**src/rtl/i2c_register_bank.sv**
```systemverilog
// I2C-facing register bank: OSD RAM write window with paging, OSD control and
// highlight registers, frame-synchronous shadowed output-mode register,
// clear-on-read sticky event flags and a read-only debug byte bank.
module i2c_register_bank #(
  parameter int          RAM_ADDR_W     = 10,
  parameter int          WINDOW_BITS    = 7,
  parameter int          NUM_DEBUG      = 16,
  parameter int          CTRL_W         = 12,
  parameter logic [7:0]  RECONF_DEFAULT = 8'h00
) (
  input  logic                    clk,
  input  logic                    reset,
  input  logic [7:0]              addr,
  input  logic [7:0]              data_in,
  input  logic                    write_en,
  input  logic                    read_en,
  output logic [7:0]              data_out,
  output logic [7:0]              ram_data,
  output logic [RAM_ADDR_W-1:0]   ram_wraddress,
  output logic                    ram_wren,
  output logic                    enable_osd,
  output logic [7:0]              highlight_line,
  output logic [7:0]              reconf_data,
  output logic                    reconf_strobe,
  input  logic                    frame_start,
  input  logic [CTRL_W-1:0]       controller_data,
  input  logic [7:0]              event_in,
  input  logic [8*NUM_DEBUG-1:0]  debug_bytes
);

  localparam int         PAGE_W   = RAM_ADDR_W - WINDOW_BITS;
  localparam logic [7:0] WIN_LAST = 8'((2**WINDOW_BITS) - 1);

  logic [7:0]            data_out_q,      data_out_d;
  logic [7:0]            ram_data_q,      ram_data_d;
  logic [RAM_ADDR_W-1:0] ram_wraddress_q, ram_wraddress_d;
  logic                  ram_wren_q,      ram_wren_d;
  logic [PAGE_W-1:0]     page_q,          page_d;
  logic                  enable_osd_q,    enable_osd_d;
  logic                  auto_page_q,     auto_page_d;
  logic [7:0]            highlight_q,     highlight_d;
  logic [7:0]            reconf_q,        reconf_d;
  logic [7:0]            shadow_q,        shadow_d;
  logic                  pending_q,       pending_d;
  logic                  strobe_q,        strobe_d;
  logic [7:0]            sticky_q,        sticky_d;

  logic [15:0] ctrl_ext;
  logic        in_window;
  logic        ram_write;
  logic        commit;
  logic        sticky_clr;

  assign ctrl_ext   = 16'(controller_data);
  assign in_window  = (addr <= WIN_LAST);
  assign ram_write  = write_en && in_window;
  // The commit always uses the shadow as it stood before this cycle's write.
  assign commit     = frame_start && pending_q;
  assign sticky_clr = read_en && (addr == 8'h87);

  // Read mux: unmapped addresses, including the RAM window, read as zero.
  always_comb begin
    data_out_d = '0;
    case (addr)
      8'h80:   data_out_d = 8'(page_q);
      8'h81:   data_out_d = {6'b0, auto_page_q, enable_osd_q};
      8'h82:   data_out_d = highlight_q;
      8'h83:   data_out_d = shadow_q;
      8'h84:   data_out_d = {7'b0, pending_q};
      8'h85:   data_out_d = ctrl_ext[15:8];
      8'h86:   data_out_d = ctrl_ext[7:0];
      8'h87:   data_out_d = sticky_q;
      default: begin
        for (int i = 0; i < NUM_DEBUG; i++) begin
          if (addr == 8'(8'h90 + i)) data_out_d = debug_bytes[8*i +: 8];
        end
      end
    endcase
  end

  // Register writes, RAM window pulse, page auto-increment, reconf commit and sticky flags.
  always_comb begin
    ram_wren_d      = ram_write;
    ram_wraddress_d = ram_wraddress_q;
    ram_data_d      = ram_data_q;
    page_d          = page_q;
    enable_osd_d    = enable_osd_q;
    auto_page_d     = auto_page_q;
    highlight_d     = highlight_q;
    reconf_d        = reconf_q;
    shadow_d        = shadow_q;
    pending_d       = pending_q;
    strobe_d        = 1'b0;
    sticky_d        = (sticky_q & ~{8{sticky_clr}}) | event_in;

    if (ram_write) begin
      ram_wraddress_d = {page_q, addr[WINDOW_BITS-1:0]};
      ram_data_d      = data_in;
      if (auto_page_q && (addr == WIN_LAST)) page_d = page_q + PAGE_W'(1);
    end

    if (write_en) begin
      case (addr)
        8'h80: page_d = PAGE_W'(data_in);
        8'h81: begin
          enable_osd_d = data_in[0];
          auto_page_d  = data_in[1];
        end
        8'h82: highlight_d = data_in;
        default: ;
      endcase
    end

    if (commit) begin
      reconf_d  = shadow_q;
      strobe_d  = 1'b1;
      pending_d = 1'b0;
    end

    // A new shadow write re-arms pending even in a commit cycle.
    if (write_en && (addr == 8'h83)) begin
      shadow_d  = data_in;
      pending_d = 1'b1;
    end
  end

  // State registers with synchronous reset.
  always_ff @(posedge clk) begin
    if (reset) begin
      data_out_q      <= '0;
      ram_data_q      <= '0;
      ram_wraddress_q <= '0;
      ram_wren_q      <= 1'b0;
      page_q          <= '0;
      enable_osd_q    <= 1'b0;
      auto_page_q     <= 1'b0;
      highlight_q     <= 8'hFF;
      reconf_q        <= RECONF_DEFAULT;
      shadow_q        <= RECONF_DEFAULT;
      pending_q       <= 1'b0;
      strobe_q        <= 1'b0;
      sticky_q        <= '0;
    end else begin
      data_out_q      <= data_out_d;
      ram_data_q      <= ram_data_d;
      ram_wraddress_q <= ram_wraddress_d;
      ram_wren_q      <= ram_wren_d;
      page_q          <= page_d;
      enable_osd_q    <= enable_osd_d;
      auto_page_q     <= auto_page_d;
      highlight_q     <= highlight_d;
      reconf_q        <= reconf_d;
      shadow_q        <= shadow_d;
      pending_q       <= pending_d;
      strobe_q        <= strobe_d;
      sticky_q        <= sticky_d;
    end
  end

  assign data_out       = data_out_q;
  assign ram_data       = ram_data_q;
  assign ram_wraddress  = ram_wraddress_q;
  assign ram_wren       = ram_wren_q;
  assign enable_osd     = enable_osd_q;
  assign highlight_line = highlight_q;
  assign reconf_data    = reconf_q;
  assign reconf_strobe  = strobe_q;

endmodule

```
**config.mk**
```make
export PLATFORM = sky130hd
export DESIGN_NAME = i2c_register_bank
export DESIGN_NICKNAME = d
export VERILOG_FILES = /design/src/rtl/i2c_register_bank.sv
export SDC_FILE = /design/constraint.sdc
export NUM_CORES = 1
export LEC_CHECK = 0
export CAP_MARGIN = 5
export CORE_MARGIN = 2
export CORE_UTILIZATION = 40
export CTS_CLUSTER_DIAMETER = 100
export DETAILED_ROUTE_END_ITERATION = 10
export MAX_ROUTING_LAYER = met4
export PLACE_DENSITY = 0.82
export SYNTH_ARGS = -nofsm -noshare
export SYNTH_HDL_FRONTEND = slang
export SYNTH_SLANG_ARGS = --single-unit
```
**constraint.sdc**
```tcl
create_clock -name clk -period 1.9 [get_ports clk]
set_clock_uncertainty 0.05 [all_clocks]
set_input_delay 0.38 -clock clk [delete_from_list [all_inputs] [get_ports clk]]
set_output_delay 0.38 -clock clk [all_outputs]
set_load 0.05 [all_outputs]
```
---- Yosys cells after proc, flatten, opt, wreduce, memory -nomap -nowiden ----
Index checks and enable logic that the tools add are counted.
cells by class
  add/subtract/negate cells ............... 1
  $lt $le $gt $ge ......................... 1
  equality and inequality tests ........... 25
  multiplexer cells ....................... 24
  bitwise operators ....................... 3
  reductions and logical operators ........ 8
operator list
  kind                                                                              count
  8-bit equality test, second input constant                                        24
  8-bit 2-to-1 mux                                                                  16
  8-bit case mux with 8 select lines                                                1
  3-bit 2-to-1 mux                                                                  4
  8-bit AND                                                                         1
  8-bit by 7-bit equality test with 1-bit output, second input constant             1
  8-bit by 7-bit less-or-equal comparator with 1-bit output, second input constant  1
  8-bit inverter                                                                    1
  8-bit bitwise OR                                                                  1
  1-bit logical AND                                                                 5
  2-bit AND reduction                                                               2
  3-bit by 1-bit adder with 3-bit output, second input constant                     1
  1-bit 2-to-1 mux                                                                  3
  2-bit nonzero test                                                                1
word-level totals
  flip-flop bits (word level) ............. 66
  input bits .............................. 169
  output and inout port bits .............. 45
  word-level logic and storage cells ...... 75

---- Depth between registers and ports, before layout ----
Gate-level depths: netlist of the first run.
  depth in word-level cells ............... 18
  gate-level depth with buffers ........... 9
  mapped depth without buffers ............ 6

---- Worst setup path before layout of the first run ----
Ideal clock, no wire load.
  kind .................................... input-to-reg
  from .................................... input port addr[0]
  to ...................................... register data_out_q[1], in the netlist data_out[1]
  setup time .............................. 132 ps
  arrival time ............................ 1551 ps
  setup slack ............................. 166 ps
  cell stages on the path ................. 8
  buffers on the path ..................... 4
  cell sequence ........................... buf_4 -> buf_6 -> buf_4 -> buf_4 -> a221oi_1 -> a211oi_1 -> a221oi_1 -> a21oi_1
on the way
  cells in the longest elaborated chain, start to end .. 18
  elaborated cells on any way between the ends .. 41
  those cells by class .................... eq/ne: 24; mux: 17
RTL lines
  item                                  RTL line  RTL
  start, declared                       13        input logic [7:0] addr,
  8-bit equality test                   75        if (addr == 8'(8'h90 + i)) data_out_d = debug_bytes[8*i +: 8];
  8-bit 2-to-1 mux (16 in series)       75
  8-bit case mux with 8 select lines *  64        case (addr)
  end signal, assigned                  144       data_out_q <= data_out_d;
  end, declared                         34        logic [7:0] data_out_q, data_out_d;
Mark *: on every way between the ends. The rest lies on a longest branch, timed or not.
A chain may end at the register's enable or synchronous reset.

---- Final worst setup path of the first run ----
  from .................................... input port addr[1]
  to ...................................... register data_out_q[0], in the netlist data_out[0]
Same word-level chain as after synthesis.

==> metrics, run 1 <==
Yosys top cell area share 0.319; first-pass GRT wire length 29600 um; vias post-DR 5263; number of max-cap violations 0; Synth warnings 0; total wire length 19400 um; worst path required time 2.06 ns; pwr dens 490 nW/um2; CTS buffer count 9; worst-case vdd ir drop 545 uV; Final Max Tran Viols 0; fill count 835; share of layout cells above drive strength 1 0.264; Total Power 3.52 mW; number of DRC markers in iteration 0 353; cell mode on critical path nand2_1; first-pass detailed-route iteration total 5; die area 11200 um2; vias per cell 5.65; Synth top cells by count nand2_1 (69), dfxtp_1 (66), a21oi_1 (63), nor2_1 (44), mux2i_1 (34); FF-to-FF path depth 5; sequential share of the synthesized area 0.319; Top Family by Delay on Critical Path multiplexers; Final WS setup 0.0830 ns; Area after DPL 6870 um2; CP Depth 7; DP HPWL 15700 um; FFs w/ async S/R, synth 0; area leader, netlist dfxtp_1; Clock Tree Buf Depth 2; chip width 106 um; final hold vios 0; Mean Syn Cell Area 8.19 um2; Die Ht 106 um; Buffers on Ports 213; Final period util 0.956; Syn Inst Count 506; critical path's slowest cell mux4_2; Post-Syn Area 4150 um2; count of cell types in the netlist 65; Initial Utilization 0.407; Fin Setup TNS 0 ns; CTS tree yes; Mapped Nets 676; Crit Path Class in2reg; Period minus WS final 1.82 ns; Crit Path Max Fanout 13; Worst Setup End Kind flop; Hold/Removal Path Class in2reg; outcome finished clean; worst slew pin tran 0.509 ns; Slew headroom 0.659; CP Launch Type primary input; tightest hold margin 0.377 ns; unrepaired setup endpoints after global routing false; antenna violations before repair 0; Area contributors post-synth dfxtp_1 (32%), mux2i_1 (8.2%), a21oi_1 (7.6%), mux4_2 (6.5%), nand2_1 (6.2%); vias in the first global route 5251; residual DRC count 0; row cnt 37; gr usage total 0.354; CTS sink count 66; Synth Register Bits 66; pin count of the biggest net entering global routing 59; fin nets 961; Final Cell Area 7180 um2; wire per inst 20.8 um; Leak 2.86 nW; number of enable flip-flop cells after synthesis 0; Core Area 10200 um2; Cell Chain, Critical Path clkbuf_4 -> buf_4 -> mux4_2 -> nand2_1 -> nand2_1 -> a221oi_1 -> a211oi_1; CP bufs+invs 2; max frequency 0.550 GHz; Place WS -0.645 ns; Most used DFF post-synth dfxtp_1; CP peak stage delay 0.52 ns; area grow syn2layout 73.1%; CTS root buf clkbuf_8; htree depth 3; Ports 214; ANT nets after route 0; Congestion Overflow GR 0; Hold Crit Depth 2; antenna diode count 0; most common cell in the synthesized netlist nand2_1; GPL Wtd Cong 0.999; CTS Hold Bufs 0; Critical Path AT 1.98 ns; Worst-path clk slew 0.08 ns; Clk Latency, worst-skew pair 0.34 ns; Setup Viol. Count Final 0
-- power breakdown --
| group | internal [mW] | switching (mW) |
|---|---|---|
| Combinational | 0.572 | 0.467 |
| Clock | 0.475 | 0.572 |
| Sequential | 1.41 | 0.0172 |
-- logic make-up (layout without fill, tap and decap cells) --
logic type / count (synthesis) / after routing / share of synthesized area
fa+ha+maj: 1 / 1 / 0.00302
flops: 66 / 66 / 0.319
xor+xnor: 2 / 2 / 0.00423
simple gates: 194 / 195 / 0.232
compound gates: 148 / 148 / 0.227
mux: 50 / 50 / 0.158
buf+inv: 45 / 334 / 0.0570
-- stage by stage --
stage                      util  cells
after floorplan               -    506
after global placement    0.675    911
after detailed placement  0.675    911
after CTS                 0.705    932
after global routing      0.705    932
final                     0.705    932
-- registers in the layout, indices dropped and copies added (netlist names), 3 cells and up --
register / count
highlight_line: 8
sticky_q: 8
page_q: 3
reconf_data: 8
ram_data: 8
shadow_q: 8
data_out: 8
ram_wraddress: 10
-- layout make-up --
cell class | count | area (um2) | share of cell area
well taps | 136 | 170 | 0.0237
repair buffers | 314 | 2810 | 0.392
inverters | 4 | 15.0 | 0.00209
clock buffers | 10 | 128 | 0.0178
multi-input cells | 396 | 2690 | 0.375
flip-flops and latches | 66 | 1320 | 0.184
clock inverters | 6 | 42.5 | 0.00593
-- worst paths after layout --
path,start,to,slack [ns]
max,addr[1],data_out[0],0.08
min,reset,data_out[6],0.38
max reg2reg,shadow_q[0],data_out[0],0.28
min reg2reg,reconf_data[4],reconf_data[4],0.41
-- cell usage in the layout, fill, tap and decap left out, drive strengths merged, types with 3 or more instances in the layout --
cell	n
and2	3
a31oi	7
a32oi	5
o21ai	18
nand3	25
a211oi	8
o22ai	5
clkinv	4
a221oi	5
nor2b	6
and3	5
nand4	5
a22oi	5
nand2b	16
clkbuf	14
nor3	8
dfxtp	66
clkdlybuf4s50	159
o211ai	6
buf	149
mux2	4
nand2	72
mux4	12
a21oi	63
nor2	46
mux2i	34
a21o	3
inv	4
-- metal layers --
layer / GRT usage / up-vias / wire (um)
li1: - / 2442 / -
met1: 0.441 / 2522 / 8130
met5: - / - / 0
met2: 0.596 / 259 / 9540
met4: 0.109 / 0 / 580
met3: 0.0501 / 40 / 1150
-- timing repair --
action                                  in CTS  in global routing
buffers inserted                             4                  1
endpoints found under the setup margin      38                 25
cloned                                       1                  0
pin swaps                                   10                  6
gates resized for setup                     29                 10
Note: power is estimated with default switching activity, not from simulation.
==> run 2: changes to the inputs <==
--- a/config.mk
+++ b/config.mk
@@ -10,6 +10,7 @@
 export CORE_UTILIZATION = 40
 export CTS_CLUSTER_DIAMETER = 100
 export DETAILED_ROUTE_END_ITERATION = 10
+export GPL_ROUTABILITY_DRIVEN = 0
 export MAX_ROUTING_LAYER = met4
 export PLACE_DENSITY = 0.82
 export SYNTH_ARGS = -nofsm -noshare
==> constraint.sdc (replaced) <==
create_clock -name clk -period 1.84 [get_ports clk]
set_clock_uncertainty 0.05 [all_clocks]
set_input_delay 0.368 -clock clk [delete_from_list [all_inputs] [get_ports clk]]
set_output_delay 0.368 -clock clk [all_outputs]
set_load 0.05 [all_outputs]
==> run 2 against run 1 <==
  * The flow now finishes with violations (negative setup slack)
  * Core utilization fell by 0.061 points
  * Worst hold slack got worse by 0.064 ns
  * Global-route usage fell by 3.0 points
  * Setup slack got worse by 0.093 ns
  * Total power rose by 6.1%
  * Clock power rose by 14%
  * Die area did not move
  * Sequential share of layout area barely moved
  * Final cell count fell by 0.43%
  * First-iteration DRC count rose by 20%
  * Critical path depth rose by 2
  * Cell area barely moved
  * Critical endpoint is now data_out[1]
==> metrics, run 2 (synthesized netlist as in run 1, its figures left out) <==
CP bufs+invs 3; area grow syn2layout 73.0%; Setup Viol. Count Final 1; Congestion Overflow GR 0; ANT nets after route 0; Internal 2.72 mW; Final WS setup -0.00995 ns; Cell Chain, Critical Path clkbuf_4 -> buf_6 -> and2_1 -> buf_4 -> nand4_1 -> a21oi_2 -> o22ai_1 -> o221ai_1 -> a21oi_1; worst slew pin tran 0.464 ns; share of layout cells above drive strength 1 0.264; Slew headroom 0.690; critical path's slowest cell clkbuf_4; Final Max Tran Viols 0; max reg flops 10; pwr dens 520 nW/um2; vias per cell 5.76; CTS buffer count 9; fin nets 959; met3 Usage GRT 0.0717; htree depth 3; Buffers on Ports 213; row cnt 37; worst-case vdd ir drop 431 uV; DP HPWL 14200 um; Sw Ratio 0.270; number of DRC markers in iteration 0 423; Multi-input gate area 2680 um2; Critical Path AT 2.01 ns; sequential share of power 0.397; first-pass GRT wire length 27700 um; Leak 2.87 nW; die area 11200 um2; outcome finished, violations left; Crit Path Class in2reg; max frequency 0.541 GHz; residual DRC count 0; CP peak stage delay 0.22 ns; pin count of the biggest net entering global routing 34; violations in the final reports negative setup slack; vias post-DR 5346; Period minus WS final 1.85 ns; chip width 106 um; Initial Utilization 0.407; clock share of power 0.322; met2 usage 0.543; first-pass detailed-route iteration total 5; busiest grt layer met2; Crit Path Max Fanout 12; Net Switching 1.01 mW; fin util 0.704; Cells after DPL 905; wire per inst 19.3 um; antenna violations before repair 0; Ports 214; CTS sink count 66; FF+latch area 1320 um2; total wire length 17900 um; worst path required time 2.00 ns; antenna diode count 0; grt met1 use 0.381; fin cells 928; Top Family by Delay on Critical Path compound AO/OA/AOI/OAI gates; vias in the first global route 5382; Comb pwr share 0.281; number of max-cap violations 0; CP Launch Type primary input; CTS root buf clkbuf_8; fill count 771; Hold/Removal Path Class in2reg; commonest non-fill, non-tap cell in the layout clkdlybuf4s50_1; gr usage total 0.324; commonest cells after routing, fill and taps aside clkdlybuf4s50_1 (159), buf_4 (136), nand2_1 (68); tightest hold margin 0.313 ns; Die Ht 106 um; Total Power 3.73 mW; Final period util 1.01; Fin Setup TNS -0.00995 ns; Worst-path clk slew 0.07 ns; Core Area 10200 um2; final hold vios 0; Clock Tree Buf Depth 2; Clk Latency, worst-skew pair 0.34 ns; Worst Setup End Kind flop; CTS tree yes
-- run 2: routing by layer --
metal / wire length, um / up-vias
met5: 0 / -
met4: 662 / 0
met3: 1550 / 78
met2: 8690 / 339
met1: 7040 / 2496
li1: - / 2433
-- run 2: final timing paths --
kind / startpoint / end / slack (ns) / depth (start not counted)
worst max-delay path: addr[1] / data_out[1] / -0.01 / 9
worst min-delay path: addr[3] / ram_wraddress[3] / 0.31 / 3
worst max register to register: shadow_q[0] / data_out[0] / 0.28 / 5
worst min register to register: reconf_data[7] / reconf_data[7] / 0.41 / 2
-- run 2: timing repair --
action,4_1_cts,5_1_grt
pin swaps,13,7
hold buffers,0,0
cloned,1,0
resized for setup,26,15
endpoints found under the setup margin,38,36
setup buffers,7,1
-- run 2: cell type report --
cell class | instances | area share
clock buffers | 11 | 0.0211
flip-flops and latches | 66 | 0.184
inverters | 4 | 0.00209
clock inverters | 3 | 0.00558
multi-input cells | 395 | 0.374
well taps | 136 | 0.0237
repair buffers | 313 | 0.389
-- run 2: worst reg2reg max path, cell delays in order (launching register included) --
cell	delay [ns]
dfxtp_1	0.34
mux4_2	0.48
nand2_1	0.08
nand2_1	0.06
a221oi_1	0.28
a211oi_1	0.13
-- run 2: power groups by stage --
| stage | Combinational (mW) | Clock [mW] | Sequential (mW) |
|---|---|---|---|
| 2_1_floorplan | 0.333 | 0 | 1.58 |
| 3_3_place_gp | 0.996 | 0 | 1.51 |
| 3_5_place_dp | 1.01 | 0 | 1.51 |
| 4_1_cts | 1.03 | 1.22 | 1.48 |
| 5_1_grt | 1.10 | 1.27 | 1.48 |
| 6_report | 1.05 | 1.20 | 1.48 |
-- run 2: stage by stage --
stage                     instance area [um2]  worst slack, ns
after floorplan                          4150            0.118
after global placement                   6820           -0.617
after detailed placement                 6820           -0.608
after CTS                                7150          0.00257
after global routing                     7170          -0.0999
final                                    7170         -0.00995
